==> src/rtl/fnd_scan_ctrl_pkg.sv <==
// Shared definitions for the multiplexed seven-segment (FND) scan controller.
// Latency: n/a (constants, types and pure functions only).
// Backpressure: n/a.
//
// Contents:
//   BRIGHT_LEVELS  number of brightness steps a slot is divided into
//   FONT_TABLE     common-anode segment codes for hex 0..F, bit 7 = dp (1 = off)
//   disp_cfg_t     non-digit display settings held in the shadow/active sets
//   on_limit()     prescaler threshold below which the digit enable may be low

package fnd_scan_ctrl_pkg;

  localparam int BRIGHT_LEVELS = 8;

  // Entry 15 is listed first so FONT_TABLE[hex] selects the code directly.
  localparam logic [15:0][7:0] FONT_TABLE = {
    8'h8E, 8'h86, 8'hA1, 8'hC6,   // F E d C
    8'h83, 8'h88, 8'h90, 8'h80,   // b A 9 8
    8'hF8, 8'h82, 8'h92, 8'h99,   // 7 6 5 4
    8'hB0, 8'hA4, 8'hF9, 8'hC0    // 3 2 1 0
  };

  typedef struct packed {
    logic       blank_lz;
    logic [2:0] bright;
  } disp_cfg_t;

  // Display settings after reset: no blanking, full brightness.
  localparam disp_cfg_t CFG_RESET = '{blank_lz: 1'b0, bright: 3'd7};

  // Exclusive upper bound of the prescaler window in which the digit is
  // enabled: (bright+1) eighths of the slot. Cycle 0 of every slot is always
  // dark (ghosting guard), so with the shortest slot the bright-0 window
  // would be swallowed entirely; the bound is floored at 2 so every level
  // keeps at least one lit cycle.
  function automatic int on_limit(input int scan_div, input logic [2:0] bright);
    int lim;
    lim = (int'(bright) + 1) * (scan_div / BRIGHT_LEVELS);
    if (lim < 2) begin
      lim = 2;
    end
    return lim;
  endfunction

endpackage

==> src/rtl/fnd_font_rom.sv <==
// Hex digit plus decimal point to active-low seven-segment pattern.
// Latency: combinational, zero cycles.
// Backpressure: none; pure lookup.
//
// Ports:
//   hex   4-bit hex code 0..F
//   dp    1 = decimal point lit (clears bit 7)
//   font  active-low segments, bit 7 = dp, bits 6:0 = g..a

import fnd_scan_ctrl_pkg::*;

module fnd_font_rom (
  input  logic [3:0] hex,
  input  logic       dp,
  output logic [7:0] font
);

  logic [7:0] code;

  assign code = FONT_TABLE[hex];
  assign font = {code[7] & ~dp, code[6:0]};

endmodule

==> src/rtl/fnd_scan_ctrl.sv <==
// Time-multiplexed scan controller for an N-digit common-anode FND display.
// Latency: fnd_font/fnd_comm are registered, one cycle behind the scan state.
// Backpressure: none; load is always accepted into the pending set.
//
// Ports:
//   clk, reset     system clock, asynchronous active-high reset
//   digits         packed hex codes, digit k = [4k+3:4k], digit 0 rightmost
//   dp_mask        decimal point enable per digit (1 = lit)
//   blink_mask     blink enable per digit
//   blank_lz       leading-zero blanking enable
//   bright         brightness 0..7 (7 = full slot minus the guard cycle)
//   load           one-cycle strobe capturing the inputs above
//   fnd_font       active-low segment pattern, bit 7 = dp
//   fnd_comm       active-low digit enables, at most one low

import fnd_scan_ctrl_pkg::*;

module fnd_scan_ctrl #(
  parameter int N_DIGITS  = 4,
  parameter int SCAN_DIV  = 100_000,
  parameter int BLINK_DIV = 100
) (
  input  logic                  clk,
  input  logic                  reset,
  input  logic [4*N_DIGITS-1:0] digits,
  input  logic [N_DIGITS-1:0]   dp_mask,
  input  logic [N_DIGITS-1:0]   blink_mask,
  input  logic                  blank_lz,
  input  logic [2:0]            bright,
  input  logic                  load,
  output logic [7:0]            fnd_font,
  output logic [N_DIGITS-1:0]   fnd_comm
);

  localparam int CW = $clog2(SCAN_DIV);
  localparam int LW = CW + 1;               // holds SCAN_DIV itself
  localparam int IW = $clog2(N_DIGITS);
  localparam int FW = $clog2(BLINK_DIV + 1);
  localparam int DW = 4 * N_DIGITS;

  // ---------------------------------------------------------------------
  // Scan timing: prescaler -> slot tick -> scan index -> frame tick
  // ---------------------------------------------------------------------
  logic [CW-1:0] presc;
  logic [IW-1:0] scan_idx;
  logic [FW-1:0] frame_cnt;
  logic          blink_phase;
  logic          slot_tick;
  logic          frame_tick;

  assign slot_tick  = (presc == CW'(SCAN_DIV - 1));
  assign frame_tick = slot_tick && (scan_idx == IW'(N_DIGITS - 1));

  always_ff @(posedge clk or posedge reset) begin
    if (reset) begin
      presc <= '0;
    end else if (slot_tick) begin
      presc <= '0;
    end else begin
      presc <= presc + 1'b1;
    end
  end

  always_ff @(posedge clk or posedge reset) begin
    if (reset) begin
      scan_idx <= '0;
    end else if (frame_tick) begin
      scan_idx <= '0;
    end else if (slot_tick) begin
      scan_idx <= scan_idx + 1'b1;
    end
  end

  // blink_phase flips once every BLINK_DIV frames.
  always_ff @(posedge clk or posedge reset) begin
    if (reset) begin
      frame_cnt   <= '0;
      blink_phase <= 1'b0;
    end else if (frame_tick) begin
      if (frame_cnt == FW'(BLINK_DIV - 1)) begin
        frame_cnt   <= '0;
        blink_phase <= ~blink_phase;
      end else begin
        frame_cnt <= frame_cnt + 1'b1;
      end
    end
  end

  // ---------------------------------------------------------------------
  // Pending/active display sets. Loads only touch pending; the whole set
  // moves to active on a frame boundary so a frame never mixes two loads.
  // A load coinciding with the frame tick lands in pending while active
  // takes the previous pending contents (both are non-blocking updates).
  // ---------------------------------------------------------------------
  logic [DW-1:0]       pend_digits, act_digits;
  logic [N_DIGITS-1:0] pend_dp,     act_dp;
  logic [N_DIGITS-1:0] pend_blink,  act_blink;
  disp_cfg_t           pend_cfg,    act_cfg;

  always_ff @(posedge clk or posedge reset) begin
    if (reset) begin
      pend_digits <= '0;
      pend_dp     <= '0;
      pend_blink  <= '0;
      pend_cfg    <= CFG_RESET;
    end else if (load) begin
      pend_digits <= digits;
      pend_dp     <= dp_mask;
      pend_blink  <= blink_mask;
      pend_cfg    <= '{blank_lz: blank_lz, bright: bright};
    end
  end

  always_ff @(posedge clk or posedge reset) begin
    if (reset) begin
      act_digits <= '0;
      act_dp     <= '0;
      act_blink  <= '0;
      act_cfg    <= CFG_RESET;
    end else if (frame_tick) begin
      act_digits <= pend_digits;
      act_dp     <= pend_dp;
      act_blink  <= pend_blink;
      act_cfg    <= pend_cfg;
    end
  end

  // ---------------------------------------------------------------------
  // Current-digit decode
  // ---------------------------------------------------------------------
  logic [N_DIGITS-1:0] zero_run;   // bit k: digit k and all above are zero
  logic [3:0]          cur_hex;
  logic                cur_dp;
  logic                lz_blank;
  logic                blink_blank;
  logic [7:0]          rom_font;

  always_comb begin
    logic run;
    zero_run = '0;
    run      = 1'b1;
    for (int k = N_DIGITS - 1; k >= 0; k--) begin
      run         = run && (act_digits[4*k +: 4] == 4'h0);
      zero_run[k] = run;
    end
  end

  assign cur_hex     = act_digits[{scan_idx, 2'b00} +: 4];
  assign cur_dp      = act_dp[scan_idx];
  // The rightmost digit always shows, so "0" stays visible for a zero value.
  assign lz_blank    = act_cfg.blank_lz && (scan_idx != '0) && zero_run[scan_idx];
  assign blink_blank = blink_phase && act_blink[scan_idx];

  fnd_font_rom u_font_rom (
    .hex  (cur_hex),
    .dp   (cur_dp),
    .font (rom_font)
  );

  // ---------------------------------------------------------------------
  // Output stage
  // ---------------------------------------------------------------------
  logic [LW-1:0]       on_lim;
  logic [7:0]          font_next;
  logic [N_DIGITS-1:0] comm_next;

  assign on_lim = LW'(on_limit(SCAN_DIV, act_cfg.bright));

  always_comb begin
    // Blink blanking also hides the dp; leading-zero blanking only fires on
    // zero digits, which never need a dp-only pattern in this display.
    font_next = rom_font;
    if (blink_blank) begin
      font_next = 8'hFF;
    end else if (lz_blank) begin
      font_next = {rom_font[7], 7'h7F};
    end
  end

  always_comb begin
    comm_next = '1;
    // presc == 0 is the ghosting guard: the segment lines settle on the new
    // digit's pattern before its common is driven.
    if ((presc != '0) && ({1'b0, presc} < on_lim)) begin
      comm_next[scan_idx] = 1'b0;
    end
  end

  always_ff @(posedge clk or posedge reset) begin
    if (reset) begin
      fnd_font <= 8'hFF;
      fnd_comm <= '1;
    end else begin
      fnd_font <= font_next;
      fnd_comm <= comm_next;
    end
  end

endmodule

==> config.mk <==
export PLATFORM = sky130hd
export DESIGN_NAME = fnd_scan_ctrl
export DESIGN_NICKNAME = d
export VERILOG_FILES = /design/src/rtl/fnd_scan_ctrl_pkg.sv /design/src/rtl/fnd_font_rom.sv /design/src/rtl/fnd_scan_ctrl.sv
export SDC_FILE = /design/constraint.sdc
export NUM_CORES = 1
export LEC_CHECK = 0
export CORE_ASPECT_RATIO = 0.75
export CORE_UTILIZATION = 40
export CTS_BUF_LIST = sky130_fd_sc_hd__clkbuf_16
export DETAILED_ROUTE_END_ITERATION = 7
export GPL_TIMING_DRIVEN = 0
export PLACE_DENSITY = 0.58
export SLEW_MARGIN = 10
export SYNTH_ARGS = -nofsm -noshare
export SYNTH_HDL_FRONTEND = slang
export SYNTH_HIERARCHICAL = 1
export SYNTH_SLANG_ARGS = --single-unit
==> constraint.sdc <==
create_clock -name clk -period 4.4 [get_ports clk]
set_clock_uncertainty 0.15 [all_clocks]
set_input_delay 1.32 -clock clk [delete_from_list [all_inputs] [get_ports clk]]
set_output_delay 1.32 -clock clk [all_outputs]
set_load 0.01 [all_outputs]
# Yosys cells after proc, flatten, opt, wreduce, memory -nomap -nowiden
# Memory sizes are Yosys's and may differ from the RTL's.
# Index checks and enable logic that the tools add are counted.
[word_totals]
ff_bits = 95
latch_bits = 0
ramBits = 0
mem_bits_ro = 128
inputBits = 31
output_inout_bits = 12
elab_cells = 69
mem_count = 1
[classes]
add_sub_neg = 4
mul = 1
div_mod_pow = 0
magnitude_cmp = 5
n_eq_ne = 3
n_shift = 1
n_mux = 17
bitwise = 4
reduce_logical = 17
[mem_list]
columns = ["memory", "words", "width", "rd", "rd_clocked_by_memory_dff", "wr", "line_no", "source"]
rows = [
  ["(no name shown)", 16, 8, 1, 0, 0, "fnd_font_rom.sv:20", "assign code = FONT_TABLE[hex];"],
]
[ops]
columns = ["operator", "count"]
rows = [
  ["17-bit by 18-bit < comparator with 1-bit output", 1],
  ["18-bit by 2-bit < comparator with 1-bit output (second input constant)", 1],
  ["18-bit two-way mux", 1],
  ["17-bit by 1-bit adder with 17-bit output (second input constant)", 1],
  ["17-bit equality test (second input constant)", 1],
  ["17-bit two-way mux", 1],
  ["17-bit nonzero test", 1],
  ["4-bit zero test", 4],
  ["4-bit by 12-bit multiplier with 16-bit output (second input constant)", 1],
  ["8-bit two-way mux", 2],
  ["16-bit by 5-bit indexed part select with 4-bit output", 1],
  ["7-bit two-way mux", 2],
  ["1-bit logical AND", 9],
  ["7-bit by 1-bit adder with 7-bit output (second input constant)", 1],
  ["7-bit equality test (second input constant)", 1],
  ["1-bit binary-select mux with 2-bit select", 3],
  ["4-bit by 5-bit < comparator with 1-bit output (second input constant)", 1],
  ["3-bit by 1-bit adder with 4-bit output (second input constant)", 1],
  ["1-bit two-way mux", 4],
  ["2-bit two-way mux", 2],
  ["4-bit two-way mux", 1],
  ["4-bit NOT", 1],
  ["2-bit nonzero test", 2],
  ["2-bit by 3-bit < comparator with 1-bit output (second input constant)", 1],
  ["other kinds (7)", 8],
]

# Depth between registers and ports, before layout
# Gate-level depths: netlist of run 1.
[logic_depth]
word_depth = 9
depth_mapped = 20

# Modules after synthesis
# The synthesis of run 1 kept the hierarchy.
[modules_own_cells]
columns = ["module", "n_inst", "cells_per_inst", "area_per_inst_um2"]
rows = [
  ["fnd_scan_ctrl", 1, 497, 5143.7],
  ["fnd_font_rom", 1, 33, 279.0],
]

# Worst setup path before layout of run 1
# Ideal clock, no wire load.
[synth_path]
path_kind = "flip-flop to flip-flop"
start = "reg act_cfg[0] (netlist bit)"
end = "reg fnd_comm[0]"
t_arrival_ns = 4.259
t_required_ns = 4.183
path_slack_ns = -0.076
stages_incl_launch_ff = 20
n_path_buf = 0
cell_sequence = "dfstp_2 -> inv_1 -> ha_1 -> ha_1 -> xnor2_1 -> ha_1 -> a21o_1 -> ha_1 -> a31oi_1 -> nand3b_1 -> a221o_1 -> nand4b_1 -> o31ai_1 -> ha_1 -> nand2_1 -> o21ai_0 -> a221oi_1 -> a2111oi_0 -> o311ai_2 -> nand4_1"
[synth_between]
elab_chain_cells = 7
[synth_rtl]
columns = ["element", "line_no", "source"]
rows = [
  ["start, declared", "fnd_scan_ctrl.sv:98", "disp_cfg_t pend_cfg, act_cfg;"],
  ["start signal, assigned", "fnd_scan_ctrl.sv:124", "act_cfg <= pend_cfg;"],
  ["3-bit by 1-bit adder with 4-bit output *", "fnd_scan_ctrl_pkg.sv:38", "lim = (int'(bright) + 1) * (scan_div / BRIGHT_LEVELS);"],
  ["4-bit by 12-bit multiplier with 16-bit output *", "fnd_scan_ctrl_pkg.sv:38", ""],
  ["18-bit by 2-bit < comparator with 1-bit output", "fnd_scan_ctrl_pkg.sv:39", "if (lim < 2) begin"],
  ["18-bit two-way mux *", "fnd_scan_ctrl_pkg.sv:39", ""],
  ["17-bit by 18-bit < comparator with 1-bit output *", "fnd_scan_ctrl.sv:184", "if ((presc != '0) && ({1'b0, presc} < on_lim)) begin"],
  ["1-bit logical AND *", "fnd_scan_ctrl.sv:184", ""],
  ["4-bit two-way mux *", "fnd_scan_ctrl.sv:184", ""],
  ["net comm_next[0]", "fnd_scan_ctrl.sv:165", "logic [N_DIGITS-1:0] comm_next;"],
  ["end signal, assigned", "fnd_scan_ctrl.sv:195", "fnd_comm <= comm_next;"],
  ["end, declared", "fnd_scan_ctrl.sv:32", "output logic [N_DIGITS-1:0] fnd_comm"],
]
# The timed path passes the listed nets; every way through them passes the cells marked *.
# A chain may end at the register's enable or synchronous reset.

# Worst setup path after layout of run 1
[layout_path]
start = "reg act_cfg[0] (netlist bit)"
end = "reg fnd_comm[3]"
# The elaborated chain is that of the path after synthesis.

==> impl_metrics.xml, run 1 <==
<?xml version="1.0" encoding="UTF-8"?>
<metrics>
  <group name="worst_hold_path">
    <metric name="hp-class" unit="">reg -&gt; reg</metric>
  </group>
  <group name="placed_design">
    <metric name="place.detailed.instances" unit="">743</metric>
    <metric name="place_congestion" unit="">0.802</metric>
    <metric name="post_dp_cell_area" unit="sq um">6100</metric>
    <metric name="detailed_place_hpwl" unit="mm">8.76</metric>
    <metric name="io_buffer_count" unit="">41</metric>
  </group>
  <group name="worst_setup_path">
    <metric name="required" unit="ns">4.50</metric>
    <metric name="critical_path.endpoint_type" unit="">flop</metric>
    <metric name="worstPathCellList" unit="">ha_4 -&gt; xor2_4 -&gt; buf_12 -&gt; ha_4 -&gt; xor2_2 -&gt; ha_4 -&gt; nand4_1 -&gt; and4_4 -&gt; a2111oi_4 -&gt; nand2_1 -&gt; o31ai_2 -&gt; ha_1 -&gt; a21oi_2 -&gt; o21ai_1 -&gt; a221oi_2 -&gt; a2111oi_4 -&gt; o311ai_4 -&gt; nand4_1</metric>
    <metric name="critPathLaunchType" unit="">flop</metric>
    <metric name="critical-path-top-cell-by-count" unit="">sky130_fd_sc_hd__ha_4</metric>
    <metric name="cpMaxStageDelayCell" unit="">sky130_fd_sc_hd__dfstp_2</metric>
    <metric name="slowest_delay" unit="ns">0.60</metric>
    <metric name="path_max_fanout" unit="">7</metric>
    <metric name="worst-endpoint-arrival" unit="ns">4.69</metric>
    <metric name="critical_path_class" unit="">reg -&gt; reg</metric>
    <metric name="regToRegSetupSlack" unit="ns">-0.19</metric>
  </group>
  <group name="timing">
    <metric name="postLayoutSetupSlackWorst" unit="ns">-0.190</metric>
    <metric name="tns" unit="ns">-0.703</metric>
    <metric name="tightestPinTransition" unit="ns">0.654</metric>
    <metric name="whs" unit="ns">0.312</metric>
    <metric name="slew_violations" unit="">0</metric>
    <metric name="setup_repair_after_global_routing_missed_its_margin" unit="">true</metric>
    <metric name="relative_max_transition_margin" unit="%">56.4</metric>
    <metric name="fmax" unit="MHz">218</metric>
    <metric name="setup_viol_count_final" unit="">4</metric>
    <metric name="final.min_clock_period" unit="ns">4.59</metric>
    <metric name="final_hold_violation_count" unit="">0</metric>
    <metric name="ratio_of_final_minimum_period_to_clock_period" unit="%">104</metric>
  </group>
  <group name="yosys">
    <metric name="post_synth_inst_count" unit="">530</metric>
    <metric name="synth.distinct_cells" unit="">60</metric>
    <metric name="yosysWarningCount" unit="">6</metric>
    <metric name="yosys-top-cells-area" unit="">sky130_fd_sc_hd__dfrtp_1 (36%), sky130_fd_sc_hd__ha_1 (11%), sky130_fd_sc_hd__dfstp_2 (8.7%)</metric>
    <metric name="synth_largest_type_area_fraction" unit="%">35.5</metric>
    <metric name="synth_top_area_cell" unit="">sky130_fd_sc_hd__dfrtp_1</metric>
    <metric name="total_of_flip_flops_plus_latches_after_synthesis" unit="">95</metric>
    <metric name="post_synth_instance_area" unit="sq um">5420</metric>
    <metric name="syn-num-nets" unit="">609</metric>
    <metric name="synth_seq_area_share" unit="%">44.3</metric>
    <metric name="proportion_of_register_bits_with_asynchronous_set_or_reset_after_synthesis" unit="%">100</metric>
    <metric name="synth-edff-count" unit="">0</metric>
    <metric name="dominantRegCellSynth" unit="">sky130_fd_sc_hd__dfrtp_1</metric>
    <metric name="synthesis.area_per_instance" unit="sq um">10.2</metric>
  </group>
  <group name="power">
    <metric name="switching_power_share_of_the_total" unit="%">24.1</metric>
    <metric name="design_power_total" unit="W">0.00179</metric>
    <metric name="comb_power_share" unit="%">4.5</metric>
    <metric name="power.share.sequential" unit="%">51.2</metric>
    <metric name="leakage_power" unit="nW">3.03</metric>
    <metric name="cellInternalPower" unit="W">0.00136</metric>
    <metric name="p_per_area" unit="nW/um^2">261</metric>
    <metric name="switching_power" unit="W">0.000431</metric>
    <metric name="share_clk_of_total_power" unit="%">44.3</metric>
    <metric name="worst_vdd_ir" unit="mV">0.226</metric>
  </group>
  <group name="floorplanning">
    <metric name="boundaryPins" unit="">43</metric>
    <metric name="die_h" unit="microns">103</metric>
    <metric name="initial_core_util" unit="%">41.4</metric>
    <metric name="row_count" unit="">36</metric>
    <metric name="core" unit="sq um">13100</metric>
    <metric name="die_x" unit="microns">136</metric>
    <metric name="die_area" unit="sq um">14000</metric>
  </group>
  <group name="clock_tree">
    <metric name="insertion_delay" unit="ns">0.34</metric>
    <metric name="cts-htree-levels" unit="">3</metric>
    <metric name="worst_setup_hold_path_clk_slew" unit="ns">0.08</metric>
    <metric name="cts.hold.buffers_added" unit="">0</metric>
    <metric name="clock_sink_count" unit="">95</metric>
    <metric name="clk_path_buf_depth" unit="">2</metric>
    <metric name="tritoncts" unit="">yes</metric>
    <metric name="clock_tree.root_cell" unit="">sky130_fd_sc_hd__clkbuf_16</metric>
    <metric name="tritoncts.num_buffers" unit="">9</metric>
  </group>
  <group name="route">
    <metric name="drc" unit="">0</metric>
    <metric name="detailed_routing_iterations_pass_1" unit="">4</metric>
    <metric name="total_number_of_vias" unit="">4070</metric>
    <metric name="drt-vias-per-instance" unit="">5.19</metric>
    <metric name="routed-wl-met3" unit="microns">478</metric>
    <metric name="final_wirelength" unit="mm">12.0</metric>
    <metric name="final_antenna_net_count" unit="">0</metric>
    <metric name="highest_layer" unit="">met4</metric>
    <metric name="routed_met1_length" unit="mm">6.08</metric>
    <metric name="drt-wirelength-per-cell" unit="microns">15.3</metric>
    <metric name="initialDrtViolationCount" unit="">243</metric>
    <metric name="met2_length" unit="mm">5.37</metric>
  </group>
  <group name="final_layout">
    <metric name="multi_input_comb_area" unit="sq um">3100</metric>
    <metric name="num_antenna_cells" unit="">0</metric>
    <metric name="final_cell_mix" unit="">sky130_fd_sc_hd__nand2_1 (106), sky130_fd_sc_hd__dfrtp_1 (77), sky130_fd_sc_hd__clkdlybuf4s50_1 (41)</metric>
    <metric name="filler_cell_count" unit="">1171</metric>
    <metric name="area.sequential" unit="sq um">2400</metric>
    <metric name="layout.cells.most_common" unit="">sky130_fd_sc_hd__nand2_1</metric>
    <metric name="layout.cells.non_filler" unit="">784</metric>
    <metric name="nets" unit="">687</metric>
    <metric name="areaGrowthSynthToFinish" unit="%">26.4</metric>
    <metric name="layout-drive-gt1-share" unit="%">23.8</metric>
    <metric name="finish.instance_area" unit="sq um">6850</metric>
  </group>
  <group name="run_status">
    <metric name="failed_checks" unit="">negative setup slack</metric>
    <metric name="outcome" unit="">complete, but fails checks</metric>
  </group>
  <group name="global_route">
    <metric name="grt_max_degree" unit="">61</metric>
    <metric name="antenna_found_initial" unit="">0</metric>
    <metric name="first_global_vias" unit="">4005</metric>
    <metric name="grt_usage" unit="%">18.4</metric>
    <metric name="gr-total-overflow" unit="">0</metric>
    <metric name="wire_length_of_the_first_global_routing_pass" unit="mm">20.1</metric>
  </group>
  <group name="flow_run">
    <metric name="max_cap_viol_count" unit="">0</metric>
  </group>
</metrics>
Yosys cell counts (2+ instances only):
| master | count |
|---|---|
| sky130_fd_sc_hd__a211oi_1 | 2 |
| sky130_fd_sc_hd__nor2b_1 | 4 |
| sky130_fd_sc_hd__nor4_1 | 4 |
| sky130_fd_sc_hd__nand4_1 | 16 |
| sky130_fd_sc_hd__nand2b_1 | 10 |
| sky130_fd_sc_hd__nand2_1 | 107 |
| sky130_fd_sc_hd__a2111oi_0 | 2 |
| sky130_fd_sc_hd__o22ai_1 | 2 |
| sky130_fd_sc_hd__mux2i_1 | 6 |
| sky130_fd_sc_hd__mux4_2 | 6 |
| sky130_fd_sc_hd__a31oi_1 | 2 |
| sky130_fd_sc_hd__nand4b_1 | 2 |
| sky130_fd_sc_hd__clkbuf_1 | 10 |
| sky130_fd_sc_hd__nand3b_1 | 3 |
| sky130_fd_sc_hd__dfrtp_1 | 77 |
| sky130_fd_sc_hd__and4_1 | 2 |
| sky130_fd_sc_hd__inv_1 | 22 |
| sky130_fd_sc_hd__nor2_1 | 25 |
| sky130_fd_sc_hd__buf_2 | 3 |
| sky130_fd_sc_hd__o21ai_0 | 14 |
| sky130_fd_sc_hd__buf_4 | 4 |
| sky130_fd_sc_hd__or2_2 | 2 |
| sky130_fd_sc_hd__nor3_1 | 10 |
| sky130_fd_sc_hd__xor2_1 | 8 |
| sky130_fd_sc_hd__nor4b_1 | 2 |
| sky130_fd_sc_hd__a22o_1 | 2 |
| sky130_fd_sc_hd__and3_1 | 6 |
| sky130_fd_sc_hd__xnor2_1 | 19 |
| sky130_fd_sc_hd__a21oi_1 | 17 |
| sky130_fd_sc_hd__o31ai_1 | 2 |
| sky130_fd_sc_hd__nand3_1 | 14 |
| sky130_fd_sc_hd__ha_1 | 48 |
| sky130_fd_sc_hd__and2_1 | 2 |
| sky130_fd_sc_hd__dfstp_2 | 18 |
| sky130_fd_sc_hd__a21o_1 | 4 |
| sky130_fd_sc_hd__mux2_2 | 29 |
logic make-up after synthesis:
group | count (synthesis) | synth area share [%]
AOI/OAI and AO/OA | 61 | 7.71
xor gates and xnor gates | 27 | 4.36
adders and majority gates | 48 | 11.1
buffers and inverters | 41 | 3.32
DFF | 95 | 44.3
muxes | 42 | 10.1
and+or+nand+nor | 216 | 19.2
metal layers:
metal,global-route usage [%],up-vias
met4,3.93,0
met3,4.18,6
met5,0,-
met1,26.6,1981
met2,28.0,72
li1,-,2011
registers in the layout, summed over array words and instances, names as in the netlist:
register,cells
presc,17
pend_dp,4
pend_digits,16
act_cfg,4
fnd_comm,4
pend_blink,4
scan_idx,2
frame_cnt,7
pend_cfg,4
fnd_font,8
act_dp,4
act_blink,4
blink_phase,1
act_digits,16
layout make-up:
class	instances	area share, %
multi-input cells	394	45.2
flip-flops and latches	95	35.0
inverters	22	1.28
plain buffers	18	1.41
clock inverters	7	1.22
well taps	171	3.12
clock buffers	9	3.29
repair buffers	68	9.47
worst max-delay path, delay by kind of cell (launching register included):
kind                     cells  cell delay, ns
adder cells (fa/ha/maj)      4            1.01
XOR/XNOR                     2            0.40
AO/OA/AOI/OAI                7            1.52
buffers and inverters        1            0.14
AND/OR/NAND/NOR              4            0.68
flip-flops                   1            0.60
power groups by stage:
stage               combinational, W  clock (W)  sequential, W
finish                     0.0000798   0.000792       0.000916
global placement           0.0000764          0       0.000932
detailed placement         0.0000827          0       0.000933
CTS                        0.0000828   0.000818       0.000916
global route               0.0000891   0.000855       0.000919
floorplan                  0.0000439          0       0.000926
through the flow:
stage	setup WS [ns]	util, %
2_1_floorplan	0.0262	-
3_3_place_gp	-0.957	46.3
3_5_place_dp	-0.925	46.5
4_1_cts	-0.0533	51.1
5_1_grt	-0.392	52.3
6_report	-0.190	52.3
worst paths after layout:
path,from,endpoint,cells past startpoint
min reg2reg,pend_cfg[2],act_cfg[2],2
min in group asynchronous,reset,pend_blink[0],2
max,act_cfg[0],fnd_comm[3],18
max in group asynchronous,reset,fnd_font[5],3
min,pend_cfg[2],act_cfg[2],2
max reg2reg,act_cfg[0],fnd_comm[3],18
repair_timing:
item	CTS	global route
resized for setup	32	16
buffers inserted	19	7
setup endpoints to repair	4	4
pin swaps	17	14
No activity file was read; power rests on OpenSTA's default activity.
==> run 2: changes to the inputs <==
--- a/config.mk
+++ b/config.mk
@@ -10,6 +10,7 @@
 export CTS_BUF_LIST = sky130_fd_sc_hd__clkbuf_16
 export DETAILED_ROUTE_END_ITERATION = 7
 export GPL_TIMING_DRIVEN = 0
+export MAX_ROUTING_LAYER = met4
 export PLACE_DENSITY = 0.58
 export SLEW_MARGIN = 10
 export SYNTH_ARGS = -nofsm -noshare
==> run 2 against run 1 <==
The flow still finishes with violations (negative setup slack). Core utilization about the same. Count of clock-buffer cells in the layout unchanged. Cell count fell by 0.38%. Register-to-register slack better by 0.09 ns. Largest cell class unchanged. First-iteration DRC count increased by 14%.
==> impl_metrics.xml, run 2 (synthesis results as in run 1) <==
<?xml version="1.0" encoding="UTF-8"?>
<metrics>
  <group name="global_route">
    <metric name="grt_usage" unit="%">19.0</metric>
    <metric name="wire_length_of_the_first_global_routing_pass" unit="mm">19.9</metric>
    <metric name="grt_max_degree" unit="">62</metric>
    <metric name="first_global_vias" unit="">3972</metric>
    <metric name="antenna_found_initial" unit="">0</metric>
    <metric name="gr-total-overflow" unit="">0</metric>
  </group>
  <group name="worst_setup_path">
    <metric name="critical-path-top-cell-by-count" unit="">sky130_fd_sc_hd__ha_4</metric>
    <metric name="critical_path.endpoint_type" unit="">flop</metric>
    <metric name="cp_num_buf_inv" unit="">2</metric>
    <metric name="timing.rr.end" unit="">fnd_comm[3]</metric>
    <metric name="critPathLaunchType" unit="">flop</metric>
    <metric name="worst_r2r_path_depth" unit="">19</metric>
    <metric name="reg2reg_from" unit="">act_cfg[0]</metric>
    <metric name="regToRegSetupSlack" unit="ns">-0.1</metric>
    <metric name="path_max_fanout" unit="">10</metric>
    <metric name="worst-endpoint-arrival" unit="ns">4.59</metric>
    <metric name="worstPathCellList" unit="">ha_4 -&gt; xor2_4 -&gt; buf_6 -&gt; ha_4 -&gt; ha_4 -&gt; ha_1 -&gt; buf_6 -&gt; a21oi_4 -&gt; mux2i_2 -&gt; a2111oi_4 -&gt; nand2_1 -&gt; o31ai_2 -&gt; ha_1 -&gt; a21oi_1 -&gt; o21ai_1 -&gt; a221oi_2 -&gt; a2111oi_2 -&gt; o311ai_4 -&gt; nand4_1</metric>
    <metric name="required" unit="ns">4.50</metric>
    <metric name="cpMaxStageDelayCell" unit="">sky130_fd_sc_hd__dfstp_2</metric>
    <metric name="critical_path_class" unit="">reg -&gt; reg</metric>
    <metric name="kind_of_cell_adding_the_most_delay_to_the_critical_path" unit="">compound AO/OA/AOI/OAI gates</metric>
    <metric name="slowest_delay" unit="ns">0.61</metric>
  </group>
  <group name="clock_tree">
    <metric name="clock_sink_count" unit="">95</metric>
    <metric name="worst_setup_hold_path_clk_slew" unit="ns">0.07</metric>
    <metric name="tritoncts.num_buffers" unit="">9</metric>
    <metric name="clock_tree.root_cell" unit="">sky130_fd_sc_hd__clkbuf_16</metric>
    <metric name="cts.hold.buffers_added" unit="">0</metric>
    <metric name="cts-htree-levels" unit="">3</metric>
    <metric name="tritoncts" unit="">yes</metric>
    <metric name="clk_path_buf_depth" unit="">2</metric>
    <metric name="insertion_delay" unit="ns">0.35</metric>
  </group>
  <group name="worst_hold_path">
    <metric name="hp-start" unit="">act_blink[2]</metric>
    <metric name="hp-class" unit="">reg -&gt; reg</metric>
    <metric name="worstHoldEndpoint" unit="">act_blink[2]</metric>
    <metric name="worstHoldPathCells" unit="">2</metric>
  </group>
  <group name="placed_design">
    <metric name="io_buffer_count" unit="">41</metric>
    <metric name="detailed_place_hpwl" unit="mm">8.72</metric>
    <metric name="place_congestion" unit="">0.818</metric>
    <metric name="place.detailed.instances" unit="">743</metric>
  </group>
  <group name="timing">
    <metric name="fmax" unit="MHz">222</metric>
    <metric name="ratio_of_final_minimum_period_to_clock_period" unit="%">102</metric>
    <metric name="final.min_clock_period" unit="ns">4.50</metric>
    <metric name="postLayoutSetupSlackWorst" unit="ns">-0.0995</metric>
    <metric name="slew_violations" unit="">0</metric>
    <metric name="tightestPinTransition" unit="ns">0.694</metric>
    <metric name="setup_viol_count_final" unit="">4</metric>
    <metric name="tns" unit="ns">-0.345</metric>
    <metric name="final_hold_violation_count" unit="">0</metric>
    <metric name="relative_max_transition_margin" unit="%">53.7</metric>
    <metric name="setup_repair_after_global_routing_missed_its_margin" unit="">true</metric>
  </group>
  <group name="final_layout">
    <metric name="layout-drive-gt1-share" unit="%">23.6</metric>
    <metric name="filler_cell_count" unit="">1157</metric>
    <metric name="reg_top3" unit="">presc: 17 flops, act_digits: 16 flops, pend_digits: 16 flops</metric>
    <metric name="nets" unit="">684</metric>
    <metric name="largest_register_ffs" unit="">17</metric>
    <metric name="final_cell_mix" unit="">sky130_fd_sc_hd__nand2_1 (107), sky130_fd_sc_hd__dfrtp_1 (77), sky130_fd_sc_hd__clkdlybuf4s50_1 (41)</metric>
    <metric name="areaGrowthSynthToFinish" unit="%">26.4</metric>
    <metric name="num_antenna_cells" unit="">0</metric>
    <metric name="largest_register" unit="">presc</metric>
    <metric name="layout.cells.non_filler" unit="">781</metric>
    <metric name="utilization" unit="%">52.3</metric>
    <metric name="layout.cells.most_common" unit="">sky130_fd_sc_hd__nand2_1</metric>
  </group>
  <group name="floorplanning">
    <metric name="row_count" unit="">36</metric>
    <metric name="core" unit="sq um">13100</metric>
    <metric name="initial_core_util" unit="%">41.4</metric>
    <metric name="boundaryPins" unit="">43</metric>
    <metric name="die_h" unit="microns">103</metric>
    <metric name="die_area" unit="sq um">14000</metric>
    <metric name="die_x" unit="microns">136</metric>
  </group>
  <group name="route">
    <metric name="drt-vias-per-instance" unit="">5.23</metric>
    <metric name="drt-wirelength-per-cell" unit="microns">15.4</metric>
    <metric name="final_wirelength" unit="mm">12.0</metric>
    <metric name="final_antenna_net_count" unit="">0</metric>
    <metric name="total_number_of_vias" unit="">4085</metric>
    <metric name="drc" unit="">0</metric>
    <metric name="detailed_routing_iterations_pass_1" unit="">4</metric>
    <metric name="initialDrtViolationCount" unit="">277</metric>
  </group>
  <group name="flow_run">
    <metric name="max_cap_viol_count" unit="">0</metric>
  </group>
  <group name="power">
    <metric name="share_clk_of_total_power" unit="%">44.3</metric>
    <metric name="switching_power_share_of_the_total" unit="%">24.1</metric>
    <metric name="cellInternalPower" unit="W">0.00136</metric>
    <metric name="p_per_area" unit="nW/um^2">261</metric>
    <metric name="comb_power_share" unit="%">4.5</metric>
    <metric name="leakage_power" unit="nW">3.01</metric>
    <metric name="worst_vdd_ir" unit="mV">0.181</metric>
    <metric name="power.share.sequential" unit="%">51.2</metric>
    <metric name="switching_power" unit="W">0.000431</metric>
  </group>
  <group name="run_status">
    <metric name="outcome" unit="">complete, but fails checks</metric>
    <metric name="failed_checks" unit="">negative setup slack</metric>
  </group>
</metrics>
==> run 2: how the worst max path moves through the flow <==
stage / startpoint / endpoint / depth (start not counted) / slack (ns)
after floorplan: act_cfg[0] / fnd_comm[0] / 18 / 0.03
after global placement: reset / presc[11] / 2 / -0.96
after detailed placement: act_cfg[0] / fnd_comm[3] / 18 / -0.90
after CTS: act_cfg[0] / fnd_comm[3] / 17 / -0.03
after global routing: act_cfg[0] / fnd_comm[1] / 19 / -0.30
final: act_cfg[0] / fnd_comm[3] / 19 / -0.1
==> run 2: power groups by stage <==
stage | Combinational, W | Sequential [W] | Clock, W
after floorplan | 0.0000439 | 0.000926 | 0
after global placement | 0.0000764 | 0.000932 | 0
after detailed placement | 0.0000827 | 0.000933 | 0
after CTS | 0.0000829 | 0.000916 | 0.000820
after global routing | 0.0000886 | 0.000919 | 0.000859
final | 0.0000802 | 0.000916 | 0.000792
==> run 2: per-stage QoR <==
step	hold WS (ns)	setup WS [ns]	instance area, sq um	power (W)
2_1_floorplan	0.283	0.0262	5440	0.000970
3_3_place_gp	0.302	-0.962	6070	0.00101
3_5_place_dp	0.307	-0.899	6100	0.00102
4_1_cts	0.324	-0.0289	6760	0.00182
5_1_grt	0.348	-0.302	6850	0.00187
6_report	0.323	-0.0995	6850	0.00179
==> run 2: worst min-delay path, delay by kind of cell (launching register included) <==
kind	cells	cell delay, ns
flops	1	0.35
simple gates	2	0.10
==> run 2: what timing repair did <==
item,4_1_cts,5_1_grt
hold endpoints to repair,0,0
buffers inserted,19,4
resized for setup,43,9
pin swaps,20,18
setup endpoints to repair,4,4
==> run 2: metal layers <==
layer / part of all wire [%] / up-vias / global-route usage (%) / wire, microns
li1: - / 2010 / - / -
met1: 50 / 1998 / 26.3 / 5980
met2: 45 / 69 / 28.3 / 5440
met3: 3.9 / 8 / 3.79 / 468
met4: 1.0 / 0 / 5.38 / 124
met5: 0 / - / - / 0
==> run 2: layout make-up <==
type	instances	area, sq um	share of cell area, %
Multi-Input combinational cell	394	3130	45.6
Tap cell	171	214	3.12
Inverter	22	87.6	1.28
Clock buffer	9	225	3.29
Buffer	18	100	1.46
Sequential cell	95	2400	35.0
Clock inverter	7	81.3	1.19
Timing Repair Buffer	65	618	9.02
